## src/rtl/dota_sd_reader.sv

```systemverilog
// First-order sigma-delta readout for the digital OTA/comparator cell: synchronizes the
// comparator, drives the 1-bit feedback level and counts ones over 2^N-1 cycle windows.
module dota_sd_reader #(
  parameter int OSR_LOG2      = 8,
  parameter int SETTLE_CYCLES = 16
) (
  input  logic                clk,
  input  logic                rst,
  input  logic                en,
  input  logic                cmp_in,
  output logic                fb_out,
  output logic [OSR_LOG2-1:0] data_out,
  output logic                data_valid,
  input  logic                data_ready,
  output logic                overrun,
  output logic                busy
);

  localparam int N  = OSR_LOG2;
  localparam int SW = $clog2(SETTLE_CYCLES + 1);
  localparam int CW = (N > SW) ? N : SW;

  localparam logic [CW-1:0] SETTLE_LAST = CW'(SETTLE_CYCLES - 1);
  localparam logic [CW-1:0] WIN_LAST    = CW'((1 << N) - 2);

  localparam logic [1:0] IDLE   = 2'd0;
  localparam logic [1:0] SETTLE = 2'd1;
  localparam logic [1:0] INTEG  = 2'd2;

  logic [1:0]    state;
  logic [CW-1:0] cyc;
  logic [N-1:0]  ones;
  logic          sync1, cmp_s;
  logic          win_done, hs;
  logic [N-1:0]  win_sum;

  always_ff @(posedge clk or posedge rst) begin
    if (rst) begin
      sync1 <= 1'b0;
      cmp_s <= 1'b0;
    end else begin
      sync1 <= cmp_in;
      cmp_s <= sync1;
    end
  end

  // Final count includes the sample taken on the completing edge; it never exceeds 2^N-1.
  assign win_sum  = ones + {{(N-1){1'b0}}, cmp_s};
  assign win_done = en && (state == INTEG) && (cyc == WIN_LAST);
  assign hs       = data_valid && data_ready;
  assign busy     = (state != IDLE);

  always_ff @(posedge clk or posedge rst) begin
    if (rst) begin
      state <= IDLE;
      cyc   <= '0;
      ones  <= '0;
    end else if (!en) begin
      state <= IDLE;
    end else begin
      case (state)
        IDLE: begin
          state <= SETTLE;
          cyc   <= '0;
        end
        SETTLE: begin
          if (cyc == SETTLE_LAST) begin
            state <= INTEG;
            cyc   <= '0;
            ones  <= '0;
          end else begin
            cyc <= cyc + CW'(1);
          end
        end
        INTEG: begin
          if (cyc == WIN_LAST) begin
            cyc  <= '0;
            ones <= '0;
          end else begin
            cyc  <= cyc + CW'(1);
            ones <= win_sum;
          end
        end
        default: state <= IDLE;
      endcase
    end
  end

  // Feedback is gated by en as well so it drops on the same edge the loop goes idle.
  always_ff @(posedge clk or posedge rst) begin
    if (rst) begin
      fb_out     <= 1'b0;
      data_out   <= '0;
      data_valid <= 1'b0;
      overrun    <= 1'b0;
    end else begin
      fb_out <= (en && state != IDLE) ? cmp_s : 1'b0;
      if (win_done && data_valid && !data_ready)
        overrun <= 1'b1;
      else if (hs)
        overrun <= 1'b0;
      if (win_done && (!data_valid || data_ready)) begin
        data_out   <= win_sum;
        data_valid <= 1'b1;
      end else if (hs) begin
        data_valid <= 1'b0;
      end
    end
  end

endmodule
```

## config.mk

```make
export PLATFORM = sky130hd
export DESIGN_NAME = dota_sd_reader
export DESIGN_NICKNAME = d
export VERILOG_FILES = /design/src/rtl/dota_sd_reader.sv
export SDC_FILE = /design/constraint.sdc
export NUM_CORES = 1
export LEC_CHECK = 0
export CAP_MARGIN = 0
export CORE_ASPECT_RATIO = 1.25
export CORE_MARGIN = 5
export CORE_UTILIZATION = 60
export DETAILED_ROUTE_END_ITERATION = 7
export PLACE_DENSITY = 0.89
export REMOVE_ABC_BUFFERS = 1
export SYNTH_ARGS = -nofsm -noshare
export SYNTH_HDL_FRONTEND = slang
export SYNTH_SLANG_ARGS = --single-unit
export TNS_END_PERCENT = 1
```

## constraint.sdc

```tcl
create_clock -name clk -period 3.1 [get_ports clk]
set_input_delay 0.465 -clock clk [delete_from_list [all_inputs] [get_ports clk]]
set_output_delay 0.465 -clock clk [all_outputs]
set_load 0.02 [all_outputs]
```

* Word-level counts from Yosys, hierarchy flattened
Cells that the tools add are included.
** Storage, ports and cells
- Output and inout bits :: 12
- Word-level logic and storage cells :: 50
- Bits of input ports :: 5
- Bits in registers :: 31
** Cells by class
- Reduce and logical (&&, ||, !) cells :: 19
- Eq/ne operators :: 7
- Add/sub/neg operators :: 2
- Muxes and demuxes :: 13
** Operators with widths (count)
- 2-to-1 mux 8 bit :: 4
- one-hot mux 8 bit (3 select lines) :: 1
- one-hot mux 8 bit (2 select lines) :: 1
- adder 8 x 1 -> 8 bit :: 1
- adder 8 x 1 -> 8 bit (second input constant) :: 1
- equality test 8 x 4 -> 1 bit (second input constant) :: 1
- equality test 8 bit (second input constant) :: 1
- nonzero test 2 bit :: 4
- logical AND 1 bit :: 7
- one-hot mux 2 bit (3 select lines) :: 1
- 2-to-1 mux 1 bit :: 4
- 2-to-1 mux 2 bit :: 2
- inequality test 2 bit (second input constant) :: 2
- AND reduction 2 bit :: 2
- inequality test 3 bit (second input constant) :: 1
- AND reduction 3 bit :: 1
- nonzero test 3 bit :: 1
- equality test 2 x 1 -> 1 bit (second input constant) :: 1
- equality test 2 bit (second input constant) :: 1
- zero test 1 bit :: 2
- zero test 2 bit :: 1
- logical OR 1 bit :: 1

* Depth between registers and ports, before layout
Gate-level depths: netlist of run 1.
- Depth in word-level cells :: 6
- Gate-level depth with buffers :: 7
- Mapped depth without buffers :: 6

* Least setup slack after synthesis of run 1
No wires, ideal clock.
- Path type :: reg2reg
- From :: register cyc[4]
- To :: register ones[7]
- Required time :: 3.034 ns
- Stages on the path, launching flop included :: 5
- Buffers on the path :: 0
- Data arrival time :: 1.687 ns
- Path slack :: 1.347 ns
- Period minus slack after synthesis :: 1.753 ns
- Library setup time :: 0.066 ns
- Path through :: dfrtp_1 or4_4 o31a_1 nor3_4 a22o_1
** Between the ends
- Cells in the longest elaborated chain, start to end :: 3
- Elaborated cells between the ends (all ways) :: 6
- Classes of those cells :: 3 x eq/ne; 2 x mux; 1 x reduce/logical
** Ends and longest elaborated chain
- start: declaration :: line 31 : logic [CW-1:0] cyc;
- start signal: assignment :: line 72 : cyc <= cyc + CW'(1);
- start signal: assignment :: line 80 : cyc <= cyc + CW'(1);
- equality test 8 bit / equality test 8 x 4 -> 1 bit (equally long branches) :: line 76, 67
- 2-to-1 mux 8 bit / inequality test 2 bit (equally long branches)
- one-hot mux 8 bit (2 select lines) / AND reduction 3 bit (equally long branches)
- end signal: assignment :: line 81 : ones <= win_sum;
- end: declaration :: line 32 : logic [N-1:0] ones;
Several ways; a longest one is shown, not always the timed one.
A chain may end at the register's enable or synchronous reset.

* Worst setup path in the final report of run 1
- From :: register state[0]
- To :: output busy
** Between the ends
- Cells in the longest elaborated chain, start to end :: 1
** Ends and longest elaborated chain
- start: declaration :: line 30 : logic [1:0] state;
- start signal: assignment :: line 55 : state <= IDLE;
- start signal: assignment :: line 59 : state <= IDLE;
- start signal: assignment :: line 63 : state <= SETTLE;
- nonzero test 2 bit :: line 51 : assign busy = (state != IDLE);
- end: declaration :: line 16 : output logic busy
No other way between the ends.

==> results of run 1 <==
-- synth_stat cells, types with 2 or more instances --
cell and count:
ha_1 9, nand2_1 12, nand3_1 5, inv_1 10, a21oi_1 13, nand4_1 2
dfrtp_1 31, mux2_2 2, clkbuf_1 2, o211ai_1 8, nand2b_1 2, and3_1 5
o21ai_0 7, xnor2_1 7, nor4_1 2, nor2b_1 4, nor3_1 6, nor2_1 10
o21a_1 2, a22o_1 6
-- cell usage in the layout (no fill, tap or decap), types with 4 or more instances in the layout --
cell	netlist	routed
xnor2_1	7	7
nand3_1	5	5
nor3_1	6	6
nor2_1	10	10
o211ai_1	8	8
nor2b_1	4	4
and3_1	5	5
dfrtp_1	31	31
ha_1	9	9
a22o_1	6	6
nand2_1	12	12
clkbuf_4	0	5
inv_1	10	10
a21oi_1	13	13
o21ai_0	7	7
clkdlybuf4s50_1	0	16
-- layout make-up --
class                   count  area (µm²)  share of cell area
flip-flops and latches     31         776               0.402
clock buffers               6        51.3              0.0266
multi-input cells         119         837               0.433
repair buffers             19         183              0.0946
clock inverters             1        5.00             0.00259
well taps                  34        42.5              0.0220
inverters                  10        37.5              0.0194
-- metrics by stage --
stage / cells / instance area, µm² / power [µW] / utilization / worst slack [ns]
6_report: 220 / 1930 / 706 / 0.721 / 0.940
5_1_grt: 220 / 1930 / 746 / 0.721 / 0.844
4_1_cts: 220 / 1930 / 717 / 0.721 / 0.912
3_5_place_dp: 213 / 1880 / 479 / 0.700 / 0.875
3_3_place_gp: 213 / 1880 / 477 / 0.700 / 0.903
2_1_floorplan: 160 / 1650 / 456 / - / 1.19
-- report_power, final --
group | internal, µW | total (µW) | switching, µW
combinational | 21.1 | 58.4 | 37.2
sequential | 409 | 413 | 3.95
clock | 105 | 235 | 130
-- routing by layer --
layer	vias to the layer above	share of wire
met3	8	0.054
met5	-	0
met1	651	0.41
met2	37	0.51
li1	642	-
met4	0	0.026
-- cell families after synthesis --
group / count (synthesis) / synth area share
flip-flops: 31 / 0.467
AO/OA/AOI/OAI: 47 / 0.210
buffers and inverters: 13 / 0.0301
adder cells (fa/ha/maj): 9 / 0.0677
XOR/XNOR: 8 / 0.0421
AND/OR/NAND/NOR: 53 / 0.170
multiplexers: 2 / 0.0135
-- sequential cells by signal, summed over array words and instances (netlist names) --
signal and flops:
overrun 1, cmp_s 1, data_out 8, sync1 1
cyc 8, ones 8, state 2, fb_out 1
data_valid 1
-- path summary, 6_finish.rpt --
kind,from,end,slack [ns],depth (start not counted)
setup / recovery,state[0]$_DFFE_PP0P_,busy,0.94,4
hold / removal,sync1$_DFF_PP0_,cmp_s$_DFF_PP0_,0.36,0
setup reg to reg,cyc[0]$_DFFE_PP0P_,ones[4]$_DFFE_PP0P_,1.08,6
hold reg to reg,sync1$_DFF_PP0_,cmp_s$_DFF_PP0_,0.36,0
max in group asynchronous,rst,data_out[4]$_DFFE_PP0P_,2.30,3
min in group asynchronous,rst,data_out[6]$_DFFE_PP0P_,0.50,3
==> out/metrics.cfg, run 1 <==
[outcome]
status = complete, no violations

[critical_path]
critPathCaptureType = primary output
critPathMaxStageDelay_ns = 0.60
cp_top_family = buffers and inverters
startpoint_type = flop
cp_cell_sequence = inv_1 > ha_1 > inv_1 > clkdlybuf4s50_1
cp.required_ns = 2.63
criticalPathCategory = reg2out
critPathMaxFanout = 4
worstPathArrival_ns = 1.70
crit_path_top_delay_cell = clkdlybuf4s50_1
path_buf_inv = 3
critPathMostFrequentCell = inv_1

[synth]
synth-edff-count = 0
ys.warnings.count = 0
seq_area_frac_synth = 0.467
synth_ff_type = dfrtp_1
async_flop_share = 1.00
synth_top_area_frac = 0.467
synth.area.top_cells = dfrtp_1, ha_1, a21oi_1, xnor2_1, o211ai_1
synth.distinct_cells = 38
synth_seq_cells = 31
mappedNetlistArea_um2 = 1660
yosys.area.top_type = dfrtp_1
synth.avg_cell_area_um2 = 10.2
netlist_instances = 163

[sta]
rsz0062_at_grt = false
skew_ns = 0.0120
worst_slew_pin_slew_ns = 0.578
tns_ns = 0
slew_headroom = 0.612
fin_hold_ws_ns = 0.357
fin_crit_ns = 2.16
drv_slew = 0
finalCritPeriodShare = 0.697
hold_viol_final = 0
timing.fmax_mhz = 463
setup_viol = 0

[cells_and_area]
drive_above_1_share = 0.0968
fillers = 197
n_antenna_cell = 0
fin_nets = 200
area_delta_synth_final_pct = 16.2

[detailed_routing]
drt_pre_antenna_iters = 4
drt_wl_total_um = 3370
postRouteAntennaNets = 0
drt-initial-drc-count = 31
wl_per_cell_um = 15.3
viasPerCell = 6.08
drc = 0
vias = 1338

[clocking]
cts.reportedPaths.clkPinSlew_ns = 0.08
postCtsSetupBuffers = 0
cts_sinks = 31
htreeDepth = 2
numCtsBuffers = 5
cts_root_buf = clkbuf_4
ctsHoldBuffers = 0
clk_latency_ns = 0.33
cts_resized = 0
cts_tree = built
clk_path_buf_depth = 2

[pwr]
p_per_area_nw_per_um2 = 366
leakage_uw = 0.000851
peakVddDrop_mv = 0.308

[global_route]
grt_pass1_vias = 1325
track_usage = 0.200
antenna_found_initial = 0
grt-ovfl-total = 0
grt_pass1_wl_um = 5930
grt_use_met3 = 0.0540
globalRoute.busiestLayer = met2
grt_max_degree = 32
grtUsageMet2 = 0.350
met1_usage = 0.223

[floorplanning]
die_y_um = 68.9
die_width_um = 57.1
start_util = 0.620
boundaryPins = 17
die_area_um2 = 3930
core_um2 = 2680
rows = 21

[job]
maxCapViolCount = 0

[place]
io_buffers = 16
dp.final_hpwl_um = 2500
finalWeightedCongestion = 0.862

[hold_path]
hold_class = reg2reg

No activity file was read; power rests on OpenSTA's default activity.
==> run 2: changes to the inputs <==
--- a/config.mk
+++ b/config.mk
@@ -8,9 +8,9 @@
 export CAP_MARGIN = 0
 export CORE_ASPECT_RATIO = 1.25
 export CORE_MARGIN = 5
-export CORE_UTILIZATION = 60
+export CORE_UTILIZATION = 56
 export DETAILED_ROUTE_END_ITERATION = 7
-export PLACE_DENSITY = 0.89
+export PLACE_DENSITY = 0.84
 export REMOVE_ABC_BUFFERS = 1
 export SYNTH_ARGS = -nofsm -noshare
 export SYNTH_HDL_FRONTEND = slang
==> constraint.sdc (replaced) <==
create_clock -name clk -period 2.2 [get_ports clk]
set_input_delay 0.33 -clock clk [delete_from_list [all_inputs] [get_ports clk]]
set_output_delay 0.33 -clock clk [all_outputs]
set_load 0.02 [all_outputs]
==> out/metrics.cfg, run 2 (synthesis gave the netlist of run 1 again) <==
[outcome]
status = complete, no violations

[critical_path]
worstPathArrival_ns = 1.70  ; about the same
critPathMostFrequentCell = inv_1
criticalPathCategory = reg2out
ff2ff_path_depth = 4  ; -2
startpoint_type = flop
critPathMaxFanout = 4  ; unchanged
crit_path_top_delay_cell = clkdlybuf4s50_1
critPathMaxStageDelay_ns = 0.59  ; about the same
cp.required_ns = 1.87  ; -0.76 ns
critPathCaptureType = primary output
cp_cell_sequence = inv_1 > ha_1 > inv_1 > clkdlybuf4s50_1

[sta]
drv_slew = 0  ; unchanged
hold_viol_final = 0  ; unchanged
finalCritPeriodShare = 0.922
rsz0062_at_grt = false
worst_slew_pin_slew_ns = 0.400  ; -0.178 ns
timing.fmax_mhz = 493
slew_headroom = 0.733  ; +0.121
fin_crit_ns = 2.03
setup_viol = 0  ; unchanged
skew_ns = 0.00995  ; -0.00208 ns
tns_ns = 0  ; unchanged

[cells_and_area]
fin_nets = 202  ; +1.0%
final_common_cell = dfrtp_1
design_area_um2 = 1950  ; +0.91%
n_antenna_cell = 0  ; unchanged
mostFrequentLayoutCells = dfrtp_1, clkdlybuf4s50_1, a21oi_1
finalNonFillerCells = 224  ; +1.8%
area_delta_synth_final_pct = 17.2
reg.largest.list = cyc x8, data_out x8, ones x8
drive_above_1_share = 0.106  ; +0.00961

[place]
placed_area_um2 = 1890  ; +0.93%
dp.final_hpwl_um = 2600  ; +4.3%
dp.cells = 217  ; +1.9%
finalWeightedCongestion = 0.937  ; +8.6%
io_buffers = 16  ; unchanged

[detailed_routing]
drc = 0  ; unchanged
drt_pre_antenna_iters = 4  ; unchanged
wl_per_cell_um = 15.4  ; +0.87%
vias = 1309  ; -2.2%
drt_wl_total_um = 3460  ; +2.7%
viasPerCell = 5.84  ; -3.9%
drt-initial-drc-count = 52  ; +68%
postRouteAntennaNets = 0  ; unchanged

[clocking]
postCtsSetupBuffers = 0  ; unchanged
cts.reportedPaths.clkPinSlew_ns = 0.09  ; about the same
cts_sinks = 31  ; unchanged
htreeDepth = 2  ; unchanged
cts_resized = 0  ; unchanged
numCtsBuffers = 5  ; unchanged
cts_tree = built
clk_latency_ns = 0.33  ; about the same
cts_root_buf = clkbuf_4
ctsHoldBuffers = 0  ; unchanged
clk_path_buf_depth = 2  ; unchanged

[global_route]
grt-ovfl-total = 0  ; unchanged
antenna_found_initial = 0  ; unchanged
grt_pass1_wl_um = 5760  ; -2.8%
track_usage = 0.183  ; -0.0179
grt_max_degree = 32  ; unchanged
grt_pass1_vias = 1309  ; -1.2%

[pwr]
peakVddDrop_mv = 0.479  ; +55%
p_per_area_nw_per_um2 = 514  ; +41%
leakage_uw = 0.000860  ; +1.1%
power_uw = 1000  ; +42%

[job]
maxCapViolCount = 0  ; unchanged

[floorplanning]
rows = 22  ; +4.8%
boundaryPins = 17  ; unchanged
start_util = 0.575  ; -0.0451
die_width_um = 58.7  ; +2.9%
die_y_um = 70.9  ; +3.0%
core_um2 = 2890  ; +7.8%
die_area_um2 = 4170  ; +6.0%

[hold_path]
hold_class = in2async

## run 2: changes by cell type in the layout (fill, tap and decap cells not counted), sizes merged
cell and delta:
buf +2
## run 2: critical path, delay by kind of cell, from the launching register on
family	cells	cell delay (ns)
fa+ha+maj	1	0.19
flops	1	0.43
buf+inv	3	0.75
## run 2: cell type report
cell class	instances	area, µm²
well taps	36	45.0
repair buffers	21	198
multi-input cells	119	837
flip-flops and latches	31	776
clock buffers	6	51.3
clock inverters	1	5.00
inverters	10	37.5
fillers	231	941
## run 2: layer usage
metal,part of all wire,wire (µm),global-route usage
met2,0.57,1960,0.329
met5,0,0,0
met3,0.034,116,0.0529
met1,0.38,1310,0.191
met4,0.021,72,0.0781
## run 2: where the power goes
group          switching [µW]  internal [µW]
combinational            53.1           31.1
clock                     189            148
sequential               6.13            576
total                     248            755
## run 2: final timing paths
kind	from	endpoint	slack, ns
worst max-delay path	state[1]$_DFFE_PP0P_	busy	0.17
worst min-delay path	rst	data_out[1]$_DFFE_PP0P_	0.39
worst max register to register	cyc[4]$_DFFE_PP0P_	ones[7]$_DFFE_PP0P_	0.26
worst min register to register	sync1$_DFF_PP0_	cmp_s$_DFF_PP0_	0.39
max in group asynchronous	rst	ones[6]$_DFFE_PP0P_	1.52
min in group clk	sync1$_DFF_PP0_	cmp_s$_DFF_PP0_	0.39
## run 2: stage by stage
stage          hold WS, ns   util  setup WS [ns]
5_1_grt              0.379  0.674         0.0929
2_1_floorplan        0.331      -          0.291
3_5_place_dp         0.359  0.655          0.294
4_1_cts              0.382  0.674          0.165
6_report             0.385  0.674          0.171
3_3_place_gp         0.335  0.655          0.375
